--- src/rtl/audio_stream_arbiter.sv ---
// Round-robin packet arbiter: N_CH serial audio streams share one mixer sink, whole packets at a time.
// Optional stall watchdog with orphan draining is compiled in when AUDIO_ARB_TIMEOUT_EN is defined.
module audio_stream_arbiter #(
    parameter int N_CH = 4
) (
    input  logic            iCLOCK,
    input  logic            iRESET_n,
    input  logic [N_CH-1:0] r_data_valid,
    output logic [N_CH-1:0] r_ready,
    input  logic [N_CH-1:0] r_start_packet,
    input  logic [N_CH-1:0] r_end_packet,
    input  logic [N_CH-1:0] r_data,
    output logic            m_data_valid,
    input  logic            m_ready,
    output logic            m_start_packet,
    output logic            m_end_packet,
    output logic            m_data,
    input  logic [2:0]      iCSR_ADDRESS,
    input  logic            iCSR_READ,
    output logic [31:0]     oCSR_READ_DATA,
    input  logic            iCSR_WRITE,
    input  logic [31:0]     iCSR_WRITE_DATA
);

    localparam logic [2:0] ADDR_CTRL    = 3'd0;
    localparam logic [2:0] ADDR_STATUS  = 3'd1;
    localparam logic [2:0] ADDR_PKT     = 3'd2;
    localparam logic [2:0] ADDR_DROP    = 3'd3;
    localparam logic [2:0] ADDR_TIMEOUT = 3'd5;

    typedef enum logic {ST_IDLE, ST_XFER} state_t;

    state_t      r_state;
    logic [2:0]  r_grant;
    logic [2:0]  r_last_grant;
    logic        r_en;
    logic [7:0]  r_mask;
    logic [31:0] r_pkt_cnt;
    logic [31:0] r_drop_cnt;

    logic [7:0]  w_valid, w_start, w_end, w_data;
    logic [7:0]  w_cand, w_drain, w_ready, w_drop, w_orphan;
    logic [2:0]  w_pick, w_idx;
    logic        w_pick_any;
    logic        w_busy, w_beat, w_end_beat;
    logic        w_timeout_fire, w_to_flag;
    logic [31:0] w_timeout_val;
    logic [3:0]  w_drop_num;
    logic [31:0] w_rdata;
    logic        w_wr_ctrl, w_wr_status, w_wr_pkt, w_wr_drop, w_wr_timeout;
    logic        w_unused_wdata;

    function automatic logic [31:0] sat_add(input logic [31:0] a, input logic [3:0] b);
        logic [32:0] s;
        s = {1'b0, a} + 33'(b);
        return s[32] ? 32'hFFFF_FFFF : s[31:0];
    endfunction

    assign w_busy = (r_state == ST_XFER);

    // Per-channel vectors are padded to 8 lanes so a 3-bit grant can index them directly.
    for (genvar g = 0; g < 8; g++) begin : g_ch
        if (g < N_CH) begin : g_on
            assign w_valid[g] = r_data_valid[g];
            assign w_start[g] = r_start_packet[g];
            assign w_end[g]   = r_end_packet[g];
            assign w_data[g]  = r_data[g];
        end else begin : g_off
            assign w_valid[g] = 1'b0;
            assign w_start[g] = 1'b0;
            assign w_end[g]   = 1'b0;
            assign w_data[g]  = 1'b0;
        end
        assign w_cand[g]  = w_valid[g] & w_start[g] & r_en & r_mask[g] & ~w_orphan[g];
        assign w_drain[g] = ~w_busy & r_en & r_mask[g] & w_valid[g] & ~w_start[g];
        assign w_ready[g] = w_orphan[g] | w_drain[g] | (w_busy & (r_grant == 3'(g)) & m_ready);
        assign w_drop[g]  = w_valid[g] & (w_orphan[g] | w_drain[g]);
    end

    assign r_ready        = w_ready[N_CH-1:0];
    assign m_data_valid   = w_busy & w_valid[r_grant];
    assign m_start_packet = w_busy & w_start[r_grant];
    assign m_end_packet   = w_busy & w_end[r_grant];
    assign m_data         = w_busy & w_data[r_grant];
    assign w_beat         = m_data_valid & m_ready;
    assign w_end_beat     = w_beat & m_end_packet;
    assign w_drop_num     = 4'($countones(w_drop));

    // Scan from the largest offset down so the nearest channel after last_grant wins.
    always_comb begin
        w_pick     = '0;
        w_pick_any = 1'b0;
        w_idx      = '0;
        for (int off = N_CH; off >= 1; off--) begin
            w_idx = 3'((int'(r_last_grant) + off) % N_CH);
            if (w_cand[w_idx]) begin
                w_pick     = w_idx;
                w_pick_any = 1'b1;
            end
        end
    end

    assign w_wr_ctrl      = iCSR_WRITE && (iCSR_ADDRESS == ADDR_CTRL);
    assign w_wr_status    = iCSR_WRITE && (iCSR_ADDRESS == ADDR_STATUS);
    assign w_wr_pkt       = iCSR_WRITE && (iCSR_ADDRESS == ADDR_PKT);
    assign w_wr_drop      = iCSR_WRITE && (iCSR_ADDRESS == ADDR_DROP);
    assign w_wr_timeout   = iCSR_WRITE && (iCSR_ADDRESS == ADDR_TIMEOUT);
    assign w_unused_wdata = ^{iCSR_WRITE_DATA, w_wr_status, w_wr_timeout};

`ifdef AUDIO_ARB_TIMEOUT_EN
    logic [15:0] r_timeout;
    logic [15:0] r_stall;
    logic [7:0]  r_orphan;
    logic        r_to_flag;
    logic [7:0]  w_orph_set, w_orph_clr;

    assign w_orphan       = r_orphan;
    assign w_to_flag      = r_to_flag;
    assign w_timeout_val  = {16'd0, r_timeout};
    assign w_timeout_fire = w_busy && !w_beat && (r_timeout != 16'd0) &&
                            (({1'b0, r_stall} + 17'd1) == {1'b0, r_timeout});
    assign w_orph_set     = w_timeout_fire ? (8'd1 << r_grant) : 8'd0;
    assign w_orph_clr     = r_orphan & w_valid & w_end;

    always_ff @(posedge iCLOCK or negedge iRESET_n) begin
        if (!iRESET_n) begin
            r_timeout <= '0;
            r_stall   <= '0;
            r_orphan  <= '0;
            r_to_flag <= 1'b0;
        end else begin
            if (!w_busy || w_beat)
                r_stall <= '0;
            else if (r_stall != 16'hFFFF)
                r_stall <= r_stall + 16'd1;
            r_orphan <= (r_orphan & ~w_orph_clr) | w_orph_set;
            if (w_timeout_fire)
                r_to_flag <= 1'b1;
            else if (w_wr_status && iCSR_WRITE_DATA[1])
                r_to_flag <= 1'b0;
            if (w_wr_timeout)
                r_timeout <= iCSR_WRITE_DATA[15:0];
        end
    end
`else
    assign w_orphan       = '0;
    assign w_to_flag      = 1'b0;
    assign w_timeout_val  = '0;
    assign w_timeout_fire = 1'b0;
`endif

    always_comb begin
        w_rdata = '0;
        case (iCSR_ADDRESS)
            ADDR_CTRL:    w_rdata = {16'd0, r_mask, 7'd0, r_en};
            ADDR_STATUS:  w_rdata = {8'd0, w_orphan, w_cand, 1'b0, r_grant, 2'd0, w_to_flag, w_busy};
            ADDR_PKT:     w_rdata = r_pkt_cnt;
            ADDR_DROP:    w_rdata = r_drop_cnt;
            ADDR_TIMEOUT: w_rdata = w_timeout_val;
            default:      w_rdata = '0;
        endcase
    end

    always_ff @(posedge iCLOCK or negedge iRESET_n) begin
        if (!iRESET_n) begin
            r_state        <= ST_IDLE;
            r_grant        <= '0;
            r_last_grant   <= 3'(N_CH - 1);
            r_en           <= 1'b0;
            r_mask         <= '0;
            r_pkt_cnt      <= '0;
            r_drop_cnt     <= '0;
            oCSR_READ_DATA <= '0;
        end else begin
            case (r_state)
                ST_IDLE: begin
                    if (w_pick_any) begin
                        r_grant      <= w_pick;
                        r_last_grant <= w_pick;
                        r_state      <= ST_XFER;
                    end
                end
                ST_XFER: begin
                    if (w_end_beat || w_timeout_fire)
                        r_state <= ST_IDLE;
                end
            endcase

            if (w_wr_ctrl) begin
                r_en   <= iCSR_WRITE_DATA[0];
                r_mask <= iCSR_WRITE_DATA[15:8];
            end

            if (w_wr_pkt)
                r_pkt_cnt <= '0;
            else if (w_end_beat)
                r_pkt_cnt <= sat_add(r_pkt_cnt, 4'd1);

            if (w_wr_drop)
                r_drop_cnt <= '0;
            else if (w_drop_num != 4'd0)
                r_drop_cnt <= sat_add(r_drop_cnt, w_drop_num);

            if (iCSR_READ)
                oCSR_READ_DATA <= w_rdata;
        end
    end

endmodule

--- config.mk ---
export PLATFORM = sky130hd
export DESIGN_NAME = audio_stream_arbiter
export DESIGN_NICKNAME = d
export VERILOG_FILES = /design/src/rtl/audio_stream_arbiter.sv
export SDC_FILE = /design/constraint.sdc
export NUM_CORES = 1
export LEC_CHECK = 0
export BUFFER_PORTS_ARGS = -buffer_cell sky130_fd_sc_hd__buf_2
export CAP_MARGIN = 20
export CORE_MARGIN = 1
export CORE_UTILIZATION = 57
export DETAILED_ROUTE_END_ITERATION = 7
export PLACE_DENSITY = 0.86
export SYNTH_ARGS = -nofsm -noshare
export SYNTH_HDL_FRONTEND = slang
export SYNTH_SLANG_ARGS = --single-unit
export TNS_END_PERCENT = 5
--- constraint.sdc ---
create_clock -name iCLOCK -period 3.83 [get_ports iCLOCK]
set_input_delay 0.383 -clock iCLOCK [delete_from_list [all_inputs] [get_ports iCLOCK]]
set_output_delay 0.383 -clock iCLOCK [all_outputs]
set_load 0.01 [all_outputs]
==> flow_summary.toml <==
[cts]
htree_levels = 3
path_clk_slew_ps = 100
cts_tree = "done"
cts_hold_buffers = 0
cts-root-buf = "clkbuf_8"
clk_path_buf_depth = 2
post_cts_buffers = 0
clock_latency_ps = 400
cts_buffers = 9
clkSinkCount = 110

[grt]
grt_use_total = 0.314
grt_pass1_wl_um = 27300
antenna_found_initial = 0
globalRouteOverflowTotal = 0
first_global_vias = 5365
grt_max_degree = 57

[sta]
timing.final.crit_period_ps = 3650
fin_crit_sh = 0.954
hold-worst-slack_ps = 36.2
finalSetupViolCount = 0
fin_skew_ps = 8.65
tns_ps = 0
report.final.slew_viol_count = 0
fmax_ghz = 0.274
max_slew_margin = 0.346
finalWorstSetupSlack_ps = 175
finalHoldViolCount = 0
worstMarginPinSlew_ps = 980

[drt]
drt-pass1-iter-count = 6
remaining_drc_errors = 0
postRouteAntennaNets = 0
vias_per_cell = 6.75
vias = 5707
drt-initial-drc-count = 611
wl_per_cell_um = 20.0
wl_um = 16900

[floorplan]
io_pins = 96
start_util = 0.592
core.rowCount = 37
die_area_um2 = 11200
die_h_um = 106
core-area_um2 = 10400
die_x_um = 106

[yosys]
netlist_instances = 639
synth_area_leaders = "dfrtp_1 44%, a21oi_1 3.7%, a31oi_1 3.6%"
netlist_area_um2 = 6140
synth_common_cells = "108 x dfrtp_1, 55 x nor2_1, 46 x a21oi_1"
yosys.area.top_type = "dfrtp_1"
synth_nets = 704
syn_avg_cell_area_um2 = 9.61
synth_cell_types = 58
yosys_warnings = 0
synth_ff_type = "dfrtp_1"
yosysSeqAreaShare = 0.448
yosysMostFrequentCell = "dfrtp_1"
synthArstFlopShare = 1.00
synth_seq_cells = 110
netlist.area_leader.share = 0.440
synth-edff-count = 0

[power]
p_sw_frac = 0.339
leakage_nw = 2.94
seq_power_share = 0.524
pwr-share-clk = 0.245
switching_power_w = 0.000913
p_comb_frac = 0.231
power.density_nw_per_um2 = 392
irDropWorstVdd_v = 0.000267
internal_power_w = 0.00178

[placement]
dp_hpwl_um = 12100
dpl_cell_area_um2 = 6670
port_buffers = 72
gp_congestion = 0.924
dpl.cell_count = 829
dp_slack_ps = 38.3

[layout]
syn2layout_area_growth_pct = 11.9
multi_input_area_um2 = 3160
drive_gt1_frac = 0.221
nNetsFinal = 769
diodes = 0
fin_cells = 845
ff_latch_area_um2 = 2760
postLayoutCellArea_um2 = 6880
n_fill_cell = 822

[min_path]
hold_path_class = "input pin to asynchronous set/reset pin"

[critical_path]
worstSetupStartpointType = "flop"
cp.arrival_ps = 3980
critPathKind = "flop to flop"
r2r_cells = 12
regToRegSetupSlack_ps = 180
r2r-end = "r_drop_cnt[12]"
regToRegStartpoint = "r_state"
crit_fanout = 12
required_ps = 4150
end_kind = "flop"

[run]
maxCapViolations = 0

[outcome]
status = "complete, no violations"
-- state kept, by name, indices dropped and copies added (netlist names) --
name,flops
r_pkt_cnt,32
r_mask,8
r_state,1
oCSR_READ_DATA,32
r_last_grant,2
r_en,1
r_drop_cnt,32
r_grant,2
-- worst max path at each step --
stage                  from              to  slack, ps  cells past startpoint
floorplan           r_state  r_drop_cnt[12]        290                     14
global placement    r_state  r_drop_cnt[12]         80                     12
detailed placement  r_state  r_drop_cnt[12]         40                     12
finish              r_state  r_drop_cnt[12]        180                     12
global route        r_state  r_drop_cnt[17]         -3                     13
CTS                 r_state  r_drop_cnt[12]        120                     12
-- metrics by stage --
step | utilization | total power, W
5_1_grt | 0.663 | 0.00282
4_1_cts | 0.660 | 0.00268
3_3_place_gp | 0.643 | 0.00201
2_1_floorplan | - | 0.00180
6_report | 0.663 | 0.00270
3_5_place_dp | 0.643 | 0.00204
-- critical path, cell delays in order (launching register included) --
cell and delay [ps]:
dfrtp_1 400, nand2b_1 240, nor3_2 240, ha_1 270, ha_1 210, fa_1 560, inv_1 80, fa_1 440
nor2b_2 140, o211ai_1 130, or3_4 450, buf_4 200, a211oi_2 210
-- area by class of cell --
cell class,instances,area share
clock inverter,7,0.00710
multi-input combinational,463,0.460
sequential,110,0.401
timing repair buffer,91,0.0735
inverter,29,0.0158
clock buffer,9,0.0180
tap,136,0.0247
-- power by group through the flow --
stage	registers (W)	logic (W)	clock network [W]
global placement	0.00142	0.000587	0
finish	0.00141	0.000622	0.000662
global route	0.00143	0.000684	0.000705
CTS	0.00141	0.000613	0.000664
detailed placement	0.00143	0.000610	0
floorplan	0.00137	0.000420	0
-- logic make-up (layout without fill, tap and decap cells) --
logic type / count (synthesis) / after routing / share of synthesized area
adder cells (fa/ha/maj): 9 / 9 / 0.0208
buffers and inverters: 66 / 136 / 0.0440
AO/OA/AOI/OAI: 197 / 197 / 0.210
XOR/XNOR: 1 / 1 / 0.00143
multiplexers: 24 / 24 / 0.0580
AND/OR/NAND/NOR: 232 / 232 / 0.218
flip-flops: 110 / 110 / 0.448
-- routing by layer --
| metal | vias up | global-route usage | share of wire |
|---|---|---|---|
| li1 | 2585 | - | - |
| met2 | 306 | 0.486 | 0.47 |
| met1 | 2770 | 0.433 | 0.41 |
| met5 | - | 0 | 0 |
| met4 | 0 | 0.139 | 0.028 |
| met3 | 46 | 0.0594 | 0.091 |
-- cell usage in the layout, fill, tap and decap left out, drive strengths merged, types with 5 or more instances in the layout --
cell    count
o22ai      12
mux4        8
inv        30
and2       12
a211oi     17
a21oi      46
a31oi      35
buf        91
nand3      19
nor2       55
nand2      20
mux2       13
o21ai      24
ha          7
a311oi     11
nor4        9
dfrtp     108
clkinv      5
clkbuf      9
nor3       40
and4       18
and3       19
a21o        5
nand4      13
a22oi      27
-- what timing repair did --
item                       4_1_cts  5_1_grt
resized for setup                2        6
setup endpoints to repair        2       27
pin swaps                        0        3
Power figures use the tool's default switching activity.
